==> config.mk <==
export PLATFORM = sky130hd
export DESIGN_NAME = fft_frame_sched
export DESIGN_NICKNAME = d
export VERILOG_FILES = /design/src/rtl/fft_frame_sched.sv
export SDC_FILE = /design/constraint.sdc
export NUM_CORES = 1
export LEC_CHECK = 0
export BUFFER_PORTS_ARGS = -buffer_cell sky130_fd_sc_hd__buf_2
export CAP_MARGIN = 10
export CORE_MARGIN = 2
export CORE_UTILIZATION = 55
export DETAILED_ROUTE_END_ITERATION = 16
export PLACE_DENSITY = 0.85
export SYNTH_ARGS = -nofsm -noshare
export SYNTH_HDL_FRONTEND = slang
export SYNTH_SLANG_ARGS = --single-unit
==> constraint.sdc <==
create_clock -name clk_300m -period 24.8 [get_ports clk_300m]
set_input_delay 4.96 -clock clk_300m [delete_from_list [all_inputs] [get_ports clk_300m]]
set_output_delay 4.96 -clock clk_300m [all_outputs]
set_load 0.1 [all_outputs]
==> src/rtl/fft_frame_sched.sv <==
`default_nettype none
// ---------------------------------------------------------------------------
// fft_frame_sched: round-robin frame scheduler sharing one streaming FFT
// between two sample FIFOs. Optional stall counter: FFT_SCHED_STALL_CNT_EN.
// Revision: 1.0
// ---------------------------------------------------------------------------
module fft_frame_sched #(
  parameter int FFT_LEN    = 512,
  parameter int DATA_W     = 48,
  parameter int CNT_W      = 13,
  parameter int THRESH     = 1100,
  parameter int MAX_FRAMES = 0
) (
  input  logic              clk_300m,
  input  logic              locrstn,
  input  logic              enable,
  input  logic [CNT_W-1:0]  src0_count,
  input  logic              src0_empty,
  output logic              src0_rd_en,
  input  logic [DATA_W-1:0] src0_dout,
  input  logic              src0_valid,
  input  logic [CNT_W-1:0]  src1_count,
  input  logic              src1_empty,
  output logic              src1_rd_en,
  input  logic [DATA_W-1:0] src1_dout,
  input  logic              src1_valid,
  input  logic              fft_tready,
  output logic [DATA_W-1:0] fft_tdata,
  output logic              fft_tvalid,
  output logic              fft_tlast,
  output logic              fft_tuser,
  output logic              frame_done,
  output logic [15:0]       frame_cnt,
  output logic              busy,
  output logic              underrun_err,
  output logic [15:0]       stall_cycles
);
  localparam int CW = $clog2(FFT_LEN) + 1;

  typedef enum logic [2:0] {IDLE = 3'd0, ARB = 3'd1, READ = 3'd2, DRAIN = 3'd3, DONE = 3'd4} state_t;

  state_t            state_q, state_d;
  logic              grant_q, grant_d;
  logic              last_grant_q, last_grant_d;
  logic [CW-1:0]     issue_cnt_q, issue_cnt_d;
  logic [CW-1:0]     beat_cnt_q, beat_cnt_d;
  logic              inflight_q, inflight_d;
  logic [DATA_W-1:0] skid_q [4];
  logic [DATA_W-1:0] skid_d [4];
  logic [1:0]        wr_ptr_q, wr_ptr_d, rd_ptr_q, rd_ptr_d;
  logic [2:0]        occ_q, occ_d;
  logic [15:0]       frame_cnt_q, frame_cnt_d;
  logic              underrun_q, underrun_d;

  logic              req0, req1, halted, g_empty, g_valid, rd_en, push, pop, issue_left;
  logic [DATA_W-1:0] g_dout;

  assign req0       = src0_count >= CNT_W'(THRESH);
  assign req1       = src1_count >= CNT_W'(THRESH);
  assign halted     = (MAX_FRAMES != 0) && (frame_cnt_q == 16'(MAX_FRAMES));
  assign g_empty    = grant_q ? src1_empty : src0_empty;
  assign g_valid    = grant_q ? src1_valid : src0_valid;
  assign g_dout     = grant_q ? src1_dout  : src0_dout;
  assign issue_left = issue_cnt_q < CW'(FFT_LEN);
  // Counting in-flight reads keeps the skid buffer from ever needing more than 3 slots.
  assign rd_en      = (state_q == READ) && !g_empty && issue_left &&
                      ((occ_q + {2'b00, inflight_q}) < 3'd3);
  assign push       = g_valid && ((state_q == READ) || (state_q == DRAIN));
  assign pop        = (occ_q != 3'd0) && fft_tready;

  assign src0_rd_en   = rd_en && !grant_q;
  assign src1_rd_en   = rd_en && grant_q;
  assign fft_tvalid   = occ_q != 3'd0;
  assign fft_tdata    = skid_q[rd_ptr_q];
  assign fft_tlast    = fft_tvalid && (beat_cnt_q == CW'(FFT_LEN - 1));
  assign fft_tuser    = grant_q;
  assign frame_done   = state_q == DONE;
  assign frame_cnt    = frame_cnt_q;
  assign busy         = state_q != IDLE;
  assign underrun_err = underrun_q;

  always_comb begin
    skid_d   = skid_q;
    wr_ptr_d = wr_ptr_q;
    rd_ptr_d = rd_ptr_q;
    if (push) begin
      skid_d[wr_ptr_q] = g_dout;
      wr_ptr_d         = wr_ptr_q + 2'd1;
    end
    if (pop) rd_ptr_d = rd_ptr_q + 2'd1;
    occ_d = occ_q + {2'b00, push} - {2'b00, pop};
  end

  always_comb begin
    state_d      = state_q;
    grant_d      = grant_q;
    last_grant_d = last_grant_q;
    issue_cnt_d  = issue_cnt_q;
    beat_cnt_d   = beat_cnt_q;
    frame_cnt_d  = frame_cnt_q;
    underrun_d   = underrun_q;
    inflight_d   = rd_en;
    if (rd_en) issue_cnt_d = issue_cnt_q + CW'(1);
    if (pop)   beat_cnt_d  = beat_cnt_q + CW'(1);
    if ((state_q == READ) && issue_left && g_empty) underrun_d = 1'b1;
    unique case (state_q)
      IDLE: if (enable) state_d = ARB;
      ARB: begin
        if (!halted && (req0 || req1)) begin
          grant_d     = (req0 && req1) ? !last_grant_q : req1;
          issue_cnt_d = '0;
          beat_cnt_d  = '0;
          state_d     = READ;
        end else if (!halted && !enable) begin
          state_d = IDLE;
        end
      end
      READ:  if (rd_en && (issue_cnt_q == CW'(FFT_LEN - 1))) state_d = DRAIN;
      DRAIN: if (pop && fft_tlast) state_d = DONE;
      DONE: begin
        if (frame_cnt_q != 16'hFFFF) frame_cnt_d = frame_cnt_q + 16'd1;
        last_grant_d = grant_q;
        state_d      = enable ? ARB : IDLE;
      end
      default: state_d = IDLE;
    endcase
  end

  always_ff @(posedge clk_300m or posedge locrstn) begin
    if (locrstn) begin
      state_q      <= IDLE;
      grant_q      <= 1'b0;
      last_grant_q <= 1'b1;
      issue_cnt_q  <= '0;
      beat_cnt_q   <= '0;
      inflight_q   <= 1'b0;
      for (int i = 0; i < 4; i++) skid_q[i] <= '0;
      wr_ptr_q     <= '0;
      rd_ptr_q     <= '0;
      occ_q        <= '0;
      frame_cnt_q  <= '0;
      underrun_q   <= 1'b0;
    end else begin
      state_q      <= state_d;
      grant_q      <= grant_d;
      last_grant_q <= last_grant_d;
      issue_cnt_q  <= issue_cnt_d;
      beat_cnt_q   <= beat_cnt_d;
      inflight_q   <= inflight_d;
      skid_q       <= skid_d;
      wr_ptr_q     <= wr_ptr_d;
      rd_ptr_q     <= rd_ptr_d;
      occ_q        <= occ_d;
      frame_cnt_q  <= frame_cnt_d;
      underrun_q   <= underrun_d;
    end
  end

`ifdef FFT_SCHED_STALL_CNT_EN
  logic [15:0] stall_q, stall_d;

  always_comb begin
    stall_d = stall_q;
    if ((state_q == READ) && issue_left && (g_empty || !fft_tready) && (stall_q != 16'hFFFF))
      stall_d = stall_q + 16'd1;
  end

  always_ff @(posedge clk_300m or posedge locrstn) begin
    if (locrstn) stall_q <= '0;
    else         stall_q <= stall_d;
  end

  assign stall_cycles = stall_q;
`else
  assign stall_cycles = 16'd0;
`endif

endmodule
`default_nettype wire

Word-level counts from Yosys, hierarchy flattened --
Index checks and enable logic that the tools add are counted.
Word-level totals: input port bits 130, register bits after elaboration 242, word-level logic and storage cells 91, output and inout port bits 88
Operators by class: equal/unequal tests 11, bitwise logic cells 2, muxes and demuxes 23, magnitude comparators 7, add/subtract/negate cells 8, reductions and logical operators 25
Operators with widths (count):
- 192-bit bitwise mux | 1
- 48-bit two-way mux | 4
- 48-bit binary-select mux with 2-bit select | 1
- 48-bit demux with 2-bit select | 1
- 10-bit two-way mux | 6
- 13-bit by 11-bit greater-or-equal comparator with 1-bit output, second input constant | 2
- 10-bit by 1-bit adder with 10-bit output, second input constant | 2
- 10-bit by 9-bit == test with 1-bit output, second input constant | 2
- 16-bit by 1-bit adder with 16-bit output, second input constant | 1
- 16-bit != test, second input constant | 1
- 3-bit two-way mux | 5
- 3-bit one-hot mux with 5 select lines | 1
- 1-bit logical AND | 14
- 10-bit < comparator, second input constant | 1
- 3-bit by 1-bit adder with 3-bit output | 2
- 3-bit by 2-bit == test with 1-bit output, second input constant | 2
- 3-bit greater-or-equal comparator, second input constant | 2
- 2-bit NOT with 3-bit output | 2
- 3-bit nonzero test | 2
- 2-bit by 1-bit adder with 2-bit output, second input constant | 2
- 1-bit two-way mux | 4
- 2-bit by 1-bit != test with 1-bit output, second input constant | 2
- 2-bit AND reduction | 2
- 4-bit AND reduction | 1
- other kinds (10) | 13

Depth between registers and ports, before layout --
word-level depth 8, mapped depth 10, mapped depth without buffers 9

Least setup slack after synthesis --
No wires, ideal clock.
kind in2out, from in src0_empty, to out src0_rd_en, cell stages on the path 3, arrival 6.558 ns, required time 19.840 ns, buffers on the path 0, slack 13.282 ns, path through mux2i_4 nand4_4 nor2_1
On the way: word-level cells in the longest chain between the ends 6
RTL lines:
- from (decl) | line 18 | input logic src0_empty,
- 1-bit two-way mux | line 61 | assign g_empty = grant_q ? src1_empty : src0_empty;
- 1-bit zero test | line 66 | assign rd_en = (state_q == READ) && !g_empty && issue_left &&
- 1-bit logical AND (3 in a row) | line 66
- 1-bit logical AND | line 71 | assign src0_rd_en = rd_en && !grant_q;
- to (decl) | line 19 | output logic src0_rd_en,
No other way between the ends.

Worst setup path in the final report --
from in src0_empty, to out src1_rd_en
On the way: word-level cells in the longest chain between the ends 6
RTL lines:
- 1-bit two-way mux | line 61
- 1-bit zero test | line 66
- 1-bit logical AND (3 in a row) | line 66
- net inflight_d | line 47 | logic inflight_q, inflight_d;
- 1-bit logical AND | line 72 | assign src1_rd_en = rd_en && grant_q;
- to (decl) | line 24 | output logic src1_rd_en,
The timed path passes the listed nets, and every way through them passes these cells.

==> impl_metrics.env <==
export IMPL_wl_per_cell_um=16.20
export IMPL_period_minus_slack_ns=11.14
export IMPL_via_count=7886
export IMPL_dieHeight_um=145.7
export IMPL_synth_simple_area_share=0.1182
export IMPL_drv_slew=0
export IMPL_worst_pin_slew_ns=1.032
export IMPL_finalSetupTns_ns=0
export IMPL_cts_tree="built"
export IMPL_cts_max_path_buffers=3
export IMPL_clkTransAtPathRegs_ns=0.06
export IMPL_final_common_cell="dfrtp_1"
export IMPL_slew_headroom=0.3121
export IMPL_ioPinCount=218
export IMPL_drc=0
export IMPL_muxShareOfSynthArea=0.1473
export IMPL_htreeDepth=1
export IMPL_post_route_period_util=0.4492
export IMPL_finalHoldViolations=0
export IMPL_crit_arrival_ns=6.18
export IMPL_syn_avg_cell_area_um2=11.05
export IMPL_regArea_um2=6066
export IMPL_status="complete, no violations"
export IMPL_syn_inst=999
export IMPL_synth_seq_area_share=0.5485
export IMPL_dp_hpwl_um=14830
export IMPL_synth_xor_area_frac=0.02935
export IMPL_first_iter_violations=340
export IMPL_grt_pass1_wl_um=40080
export IMPL_critPathRequiredTime_ns=19.84
export IMPL_core_area_um2=19590
export IMPL_finalWirelength_um=23550
export IMPL_finClkSkew_ns=0.007995
export IMPL_rsz0062_at_grt="false"
export IMPL_cts_root_buf="clkbuf_16"
export IMPL_hold_buffers=0
export IMPL_grt_overflow=0
export IMPL_path_class="primary input to primary output"
export IMPL_diodes=0
export IMPL_gp_congestion=0.8120
export IMPL_grt_total_usage=0.2290
export IMPL_drive_gt1_frac=0.2616
export IMPL_start_util=0.5637
export IMPL_yosys_warnings=0
export IMPL_fmax_mhz=89.76
export IMPL_final_cell_mix="238 x dfrtp_1, 219 x nand2_1, 197 x buf_2"
export IMPL_crit_fanout=9
export IMPL_cts_setup_buffers=0
export IMPL_port_buffers=197
export IMPL_synthAdderAreaFrac=0.01428
export IMPL_synth_top_family_by_area="multiplexers"
export IMPL_start_kind="primary input"
export IMPL_r2r_setup_slack_ns=22.11
export IMPL_grt_pass1_vias=8199
export IMPL_multi_input_area_um2=4631
export IMPL_syn_to_final_growth_pct=17.62
export IMPL_antenna_found_initial=0
export IMPL_dr_pass1_iters=4
export IMPL_die_area_um2=21230
export IMPL_ctsResizeCount=0
export IMPL_std_cell_rows=51
export IMPL_viasPerCell=5.424
export IMPL_hold_path_class="flop to flop"
export IMPL_endpoint_kind="primary output"
export IMPL_postSynthRegisterBits=242
export IMPL_setup_viol=0
export IMPL_antenna_left=0
export IMPL_numClockSinks=242
export IMPL_synth_distinct_cells=58
export IMPL_cts_inserted_buffers=26
export IMPL_syn_area_um2=11040
export IMPL_n_fill_cell=1508
export IMPL_grt_max_degree=97
export IMPL_synth_compound_area_frac=0.1034
export IMPL_drv_cap=0
export IMPL_clkLatencyLatePin_ns=0.51
export IMPL_nets=1312
export IMPL_die_x_um=145.7
[metrics by stage]
step	cell area [um^2]	instances	utilization	hold slack [ns]	setup WS, ns
finish	12990	1454	0.6630	0.4717	13.66
global route	12990	1454	0.6630	0.4947	13.59
CTS	12990	1454	0.6630	0.4730	13.67
detailed placement	12120	1407	0.6186	0.4506	13.67
global placement	12120	1407	0.6186	0.4476	13.66
floorplan	11100	1014	-	0.4393	13.20
[metal layers]
layer | vias up | track usage | wire [um]
met1 | 3879 | 0.3116 | 10220
met3 | 18 | 0.03260 | 1069
li1 | 3788 | - | -
met5 | - | 0 | 0
met4 | 0 | 0.04755 | 235
met2 | 201 | 0.3976 | 12030
[cell type report]
class | count | area share
inverter | 12 | 0.004046
clock buffer | 39 | 0.05780
sequential | 242 | 0.4670
multi-input combinational | 684 | 0.3565
timing repair buffer | 204 | 0.07995
tap | 265 | 0.02553
clock inverter | 8 | 0.009151
[cells by family (layout without fill, tap and decap cells)]
family,after synthesis,in the layout
xor gates and xnor gates,37,37
DFF,242,242
and+or+nand+nor,304,304
buffers and inverters,88,263
other,1,16
adders and majority gates,12,12
AOI/OAI and AO/OA,214,214
muxes,101,101
[Yosys cell counts (all sizes together)]
cell type,number,area share
mux2,2,0.0020
nand4b,1,0.00079
nor4b,1,0.0022
nand4,6,0.0048
nand3,11,0.0050
a211o,1,0.00079
o2111ai,1,0.00079
o311ai,1,0.00079
clkbuf,29,0.0099
nor4,1,0.00057
and2,4,0.0023
xnor2,19,0.015
a2bb2oi,1,0.00079
dfrtp,241,0.55
a21oi,4,0.0022
nand2b,2,0.0011
o32a,1,0.00091
dfstp,1,0.0024
o21a,1,0.00068
nor2b,2,0.0011
a31oi,1,0.00057
nor2,29,0.010
ha,11,0.012
and4,5,0.0040
and3,7,0.0040
o41ai,2,0.0023
mux4,48,0.098
or2,2,0.0011
o31ai,1,0.00068
o21ai,194,0.088
mux2i,51,0.047
buf,47,0.025
inv,12,0.0041
xor2,18,0.014
nand2,223,0.076
a211oi,2,0.0018
or3,2,0.0011
nor3,5,0.0023
conb,1,0.00034
or4,1,0.00068
o211ai,1,0.00068
nor3b,2,0.0014
fa,1,0.0018
o31a,1,0.00079
o211a,2,0.0018
[sequential cells by signal, summed over array words and instances, names as in the netlist]
signal        flops
underrun_err      1
occ_q             3
last_grant_q      1
fft_tuser         1
frame_cnt        16
skid_q          192
inflight_q        1
state_q           3
rd_ptr_q          2
issue_cnt_q      10
beat_cnt_q       10
wr_ptr_q          2
[critical path: stages]
cell and delay (ns):
buf_2 0.11, mux2i_4 0.18, nand4_4 0.17, inv_2 0.19, and2_1 0.14, buf_2 0.42
[worst paths after layout]
| path | end | from | cells after the start |
|---|---|---|---|
| worst max-delay path | src1_rd_en | src0_empty | 6 |
| worst min-delay path | underrun_err | underrun_err | 2 |
| worst max register to register | occ_q[2] | fft_tuser | 9 |
| worst min register to register | underrun_err | underrun_err | 2 |
| max in group asynchronous | skid_q[116] | locrstn | 4 |
| min in group asynchronous | wr_ptr_q[0] | locrstn | 2 |
Power is left out: the tool's default activity adds up to more than one toggle a clock period on the data nets, which glitch-free logic cannot reach.
